[src/rtl/bram_port_arbiter.sv]
// Two-requester arbiter and issue sequencer for the frame block RAM.
// A streaming writer (auto-incrementing pointer) and a random-access reader
// share one RAM operation per cycle. Contested cycles alternate between them
// using a round-robin token. Read data comes back with a fixed latency of two
// cycles.
module bram_port_arbiter #(
  parameter int ADDR_W = 14,
  parameter int DATA_W = 8
) (
  input  logic              clk,
  input  logic              rst,
  input  logic              wr_valid,
  input  logic [DATA_W-1:0] wr_data,
  output logic              wr_ready,
  input  logic              wr_clear,
  output logic [ADDR_W-1:0] wr_ptr,
  output logic              frame_done,
  input  logic              rd_req,
  input  logic [ADDR_W-1:0] rd_addr,
  output logic              rd_ready,
  output logic              rd_rvalid,
  output logic [DATA_W-1:0] rd_rdata,
  output logic              ram_wea,
  output logic [ADDR_W-1:0] ram_addrin,
  output logic [ADDR_W-1:0] ram_addrout,
  output logic [DATA_W-1:0] ram_datain,
  input  logic [DATA_W-1:0] ram_dataout
);

  localparam logic [ADDR_W-1:0] LAST_ADDR = '1;

  typedef enum logic {TOK_WR, TOK_RD} token_t;

  token_t     token, token_nxt;
  logic       wr_go;
  logic       contested;
  logic       grant_wr, grant_rd;
  logic [1:0] rd_pipe;

  // Round-robin token register; the writer holds priority out of reset.
  always_ff @(posedge clk or negedge rst) begin
    if (!rst) token <= TOK_WR;
    else      token <= token_nxt;
  end

  // Grant selection; the token only moves after a contested grant.
  // A clear suppresses the write request, so a clear cycle is never contested.
  always_comb begin
    grant_wr  = 1'b0;
    grant_rd  = 1'b0;
    token_nxt = token;
    wr_go     = wr_valid & ~wr_clear;
    contested = wr_go & rd_req;
    if (contested) begin
      if (token == TOK_WR) begin
        grant_wr  = 1'b1;
        token_nxt = TOK_RD;
      end else begin
        grant_rd  = 1'b1;
        token_nxt = TOK_WR;
      end
    end else begin
      grant_wr = wr_go;
      grant_rd = rd_req;
    end
  end

  // Handshake strobes are held low while reset is asserted.
  always_comb begin
    wr_ready = grant_wr & rst;
    rd_ready = grant_rd & rst;
  end

  // Issue register: the granted operation drives the RAM in the next cycle.
  // Addresses and data hold when nothing is issued.
  always_ff @(posedge clk or negedge rst) begin
    if (!rst) begin
      ram_wea     <= 1'b0;
      ram_addrin  <= '0;
      ram_addrout <= '0;
      ram_datain  <= '0;
      wr_ptr      <= '0;
      frame_done  <= 1'b0;
    end else begin
      ram_wea    <= 1'b0;
      frame_done <= 1'b0;
      if (wr_clear) begin
        wr_ptr <= '0;
      end
      if (grant_wr) begin
        ram_wea    <= 1'b1;
        ram_addrin <= wr_ptr;
        ram_datain <= wr_data;
        wr_ptr     <= wr_ptr + 1'b1;
        frame_done <= (wr_ptr == LAST_ADDR);
      end else if (grant_rd) begin
        ram_addrout <= rd_addr;
      end
    end
  end

  // Read valid shift: stage 0 marks the address cycle, stage 1 the data cycle.
  always_ff @(posedge clk or negedge rst) begin
    if (!rst) rd_pipe <= '0;
    else      rd_pipe <= {rd_pipe[0], grant_rd};
  end

  // Return data only for accepted reads; idle re-reads stay hidden.
  always_comb begin
    rd_rvalid = rd_pipe[1];
    rd_rdata  = rd_pipe[1] ? ram_dataout : '0;
  end

endmodule

[config.mk]
export PLATFORM = sky130hd
export DESIGN_NAME = bram_port_arbiter
export DESIGN_NICKNAME = d
export VERILOG_FILES = /design/src/rtl/bram_port_arbiter.sv
export SDC_FILE = /design/constraint.sdc
export NUM_CORES = 1
export LEC_CHECK = 0
export ABC_AREA = 1
export CORE_ASPECT_RATIO = 1.2
export CORE_MARGIN = 2
export CORE_UTILIZATION = 55
export CTS_CLUSTER_SIZE = 28
export DETAILED_ROUTE_END_ITERATION = 12
export DONT_BUFFER_PORTS = 1
export MAX_ROUTING_LAYER = met4
export PLACE_DENSITY = 0.7
export SKIP_CTS_REPAIR_TIMING = 1
export SYNTH_ARGS = -nofsm -noshare
export SYNTH_HDL_FRONTEND = slang
export SYNTH_SLANG_ARGS = --single-unit
[constraint.sdc]
create_clock -name clk -period 1.5 [get_ports clk]
set_input_delay 0.3 -clock clk [delete_from_list [all_inputs] [get_ports clk]]
set_output_delay 0.3 -clock clk [all_outputs]
set_load 0.1 [all_outputs]
* Word-level counts from Yosys, hierarchy flattened
Index checks and enable logic that the tools add are counted. W data, S select, Z words.
Storage, ports and cells: output and inout bits 63, input port bits 35, word-level logic and storage cells 27, bits in registers 55
Cells by class: bitwise operators 6, mux-type cells 9, eq/ne operators 1, reduce and logical (&&, ||, !) cells 2, $add $sub $neg 1
Operator list (count):
- $mux W14 | 2
- $add A14 B1 Y14 const B | 1
- $eq A14 B14 Y1 const B | 1
- $mux W8 | 1
- $mux W1 | 6
- $and A1 B1 Y1 | 4
- $not A1 Y1 | 2
- $reduce_and A2 Y1 | 1
- $reduce_bool A2 Y1 | 1

* Longest topological paths before layout
depth after elaboration 6, mapped depth 8, gate-level depth less buffers 8

* Least setup slack after synthesis
OpenSTA, ideal clock, no wires.
path kind register to output, start point register token, end point output wr_ready, path buffers 1, required time 1.200 ns, slack -0.826 ns, stages on the path, launching flop included 5, arrival time 2.026 ns, cell sequence dfrtp_1 -> nand2_1 -> nand3_2 -> buf_2 -> nor2_1
Between the ends: longest elaborated chain between the ends 3
RTL lines:
- from (decl) | line 34 | token_t token, token_nxt;
- from (signal assigned) | line 43 | else token <= token_nxt;
- $mux W1 | line 55 | if (token == TOK_WR) begin
- $mux W1 | line 54 | if (contested) begin
- $and A1 B1 Y1 | line 70 | wr_ready = grant_wr & rst;
- to (decl) | line 14 | output logic wr_ready,
No other way between the ends.

* Worst setup path in the final report
start point register rd_pipe[1], end point output rd_rdata[2]
Between the ends: longest elaborated chain between the ends 1
RTL lines:
- from (decl) | line 38 | logic [1:0] rd_pipe;
- from (signal assigned) | line 105 | else rd_pipe <= {rd_pipe[0], grant_rd};
- $mux W8 | line 111 | rd_rdata = rd_pipe[1] ? ram_dataout : '0;
- to (decl) | line 22 | output logic [DATA_W-1:0] rd_rdata,
No other way between the ends.

==> impl_metrics.ini <==
[finish]
layout-drive-gt1-share = 0.330
finish.utilization = 0.777
synthToLayoutAreaGrowth_pct = 37.6
fillers = 299
num_antenna_cells = 0
final_nets = 399

[cts]
cts_tree = built
h-tree-depth = 2
cts_made_buffers = 5
clk_path_buf_depth = 2
cts.sinks = 55
path_clk_slew_ps = 90
cts_root_buf = clkbuf_8
clock_latency_ps = 310

[placement]
dp_slack_ps = 134
portBuffers = 0
hpwl_mm = 3.98
place_congestion = 0.814

[timing]
worstMarginPinSlew_ps = 412
fmax_ghz = 0.649
slew_viol_final = 0
hold_violations = 55
rsz0062_at_grt = true
slew_headroom = 0.725
tns_ps = -297
setup_violations = 10
min_period_over_period = 1.03
whs_ps = -331
layout_min_cycle_time_ps = 1540
clock_skew_ps = 3.06
layout_setup_ws_ps = -39.8

[global_route]
grt_pass1_vias = 2054
overflow = 0
grt_max_degree = 57
groute.usage.overall = 0.242
antenna_found_initial = 0
grt_pass1_wl_mm = 9.00

[logic_synthesis]
synth_area_per_cell_um2 = 8.12
ys_seq_area_frac = 0.576
synth_top_area_share = 0.576
ys_types = 20
synth_largest_area_cell = dfrtp_1
synth-edff-count = 0
netlist_area_um2 = 2390
ys_warn_count = 0
syn_inst = 294
ys_async_sr_fraction = 1.00
ys_top_cells_by_area = dfrtp_1 58%, nand2_1 21%, inv_1 4.4%, o21ai_0 3.6%, nand3_1 2.7%
syn-num-nets = 330
synth-main-ff-cell = dfrtp_1
ys_seq_elements = 55

[floorplanning]
num_io_pins = 98
rows = 26
dieArea_um2 = 4890
die_w_um = 64.2
core_area_um2 = 4230
initial_core_util = 0.565
die_h_um = 76.2

[drt]
wl_per_cell_um = 13.0
final_antenna_net_count = 0
wirelength_mm = 5.45
drc = 0
drt_first_pass_iters = 4
drtIter0Drc = 91
viasPerCell = 5.11
route.vias.total = 2145

[setup_path]
critPathRequiredTime_ps = 1200
cp_max_fo = 9
path_class = reg2out
path_cells = nand2_2, clkinvlp_4, buf_12
max_stage_delay_ps = 550
cp-startpoint = rd_pipe[1]
crit_path_start_kind = register
cp-end-kind = primary output
r2r_start = token
path_buf_inv = 2
crit_slowest_cell = dfrtp_4
cp.arrival_ps = 1240
critical_path.top_delay_family = flip-flops

[pwr]
power.total_uw = 4110
p_leak_uw = 0.00167
pwr-share-seq = 0.403
intPower_uw = 2430
ir_worst_vdd_uv = 819
p_comb_frac = 0.351
powerDensity_nw_per_um2 = 1250
clockPowerShare = 0.247
p_sw_frac = 0.409
p_sw_uw = 1680

[status]
violations = negative hold slack, negative setup slack
status = finished with violations

[flow_run]
cap_viol_max_count = 0

[min_path]
hold_path_class = in2async
==> state kept, by name, summed over array words and instances, names as in the netlist <==
register / count
wr_ptr: 14
frame_done: 1
ram_addrin: 14
ram_addrout: 14
token: 1
rd_pipe: 2
ram_datain: 8
ram_wea: 1
==> logic make-up after synthesis <==
group | count (synthesis) | synth area share
AOI/OAI and AO/OA | 23 | 0.0492
and+or+nand+nor | 176 | 0.298
DFF | 55 | 0.576
buffers and inverters | 39 | 0.0712
adders and majority gates | 1 | 0.00524
==> Yosys cell counts, types with 2 or more instances <==
library cell	instances
buf_2	4
nand3_1	13
a21oi_1	4
nor2_1	17
inv_1	28
o21ai_0	17
nand2_2	2
o22ai_1	2
nand4_1	5
inv_2	3
nand2_1	135
buf_6	2
dfrtp_1	55
==> worst reg2reg max path: stages, from the launching register on <==
cell and delay (ps):
dfrtp_1 420, nand2_2 110, inv_1 70, nor2_4 330, buf_4 260, nand2_1 80
nand2_1 70
==> routing by layer <==
metal	part of all wire	up-vias	GRT usage	wire length, um
li1	-	1045	-	-
met1	0.40	1008	0.277	2190
met2	0.50	85	0.402	2700
met3	0.088	7	0.0694	481
met4	0.014	0	0.0872	77
met5	0	-	-	0
==> stage by stage <==
step / hold WS (ps) / area [um2] / instances
floorplan: 4.41 / 2510 / 294
global placement: 5.61 / 3140 / 409
CTS: -337 / 3250 / 417
global route: -347 / 3290 / 420
detailed placement: 5.94 / 3140 / 409
finish: -331 / 3290 / 420
==> power groups by stage <==
| stage | sequential [uW] | combinational (uW) | clock (uW) |
|---|---|---|---|
| after floorplan | 2480 | 330 | 0 |
| after global placement | 1680 | 1410 | 0 |
| after detailed placement | 1680 | 1430 | 0 |
| after CTS | 1650 | 1430 | 1030 |
| after global routing | 1670 | 1500 | 1070 |
| final | 1650 | 1440 | 1010 |
==> area by class of cell <==
cell class                      instances  area [um2]  area share
Clock inverter                          2        35.0      0.0107
Inverter                               31         146      0.0446
Multi-Input combinational cell        200         900       0.274
Timing Repair Buffer                   70         651       0.198
Clock buffer                            6        82.6      0.0251
Sequential cell                        55        1400       0.427
Tap cell                               56        70.1      0.0213
==> final timing paths <==
check                                 to  slack, ps  depth (start not counted)
max                          rd_rdata[2]        -40                          3
min                            wr_ptr[2]       -330                          0
max reg2reg                ram_addrin[4]        110                          6
min reg2reg                   rd_pipe[1]        360                          0
max in group asynchronous      wr_ptr[0]       1730                          0
min in group clk           ram_datain[7]         90                          2
==> layout by cell type (no fill, tap or decap) <==
cell type / count
nor2_4: 3
inv_2: 3
dfrtp_1: 41
nand3_1: 13
o22ai_1: 2
clkinv_2: 1
buf_12: 10
o21ai_0: 17
dfrtp_4: 3
nand2_2: 11
nand2_1: 126
buf_4: 60
nand4_1: 5
a21oi_1: 4
nor3_1: 1
bufinv_16: 1
clkbuf_8: 6
nor2_1: 15
inv_1: 20
ha_4: 1
nor2_2: 1
nand3_4: 1
dfrtp_2: 11
clkinvlp_4: 8
No activity file was read; power rests on OpenSTA's default activity.
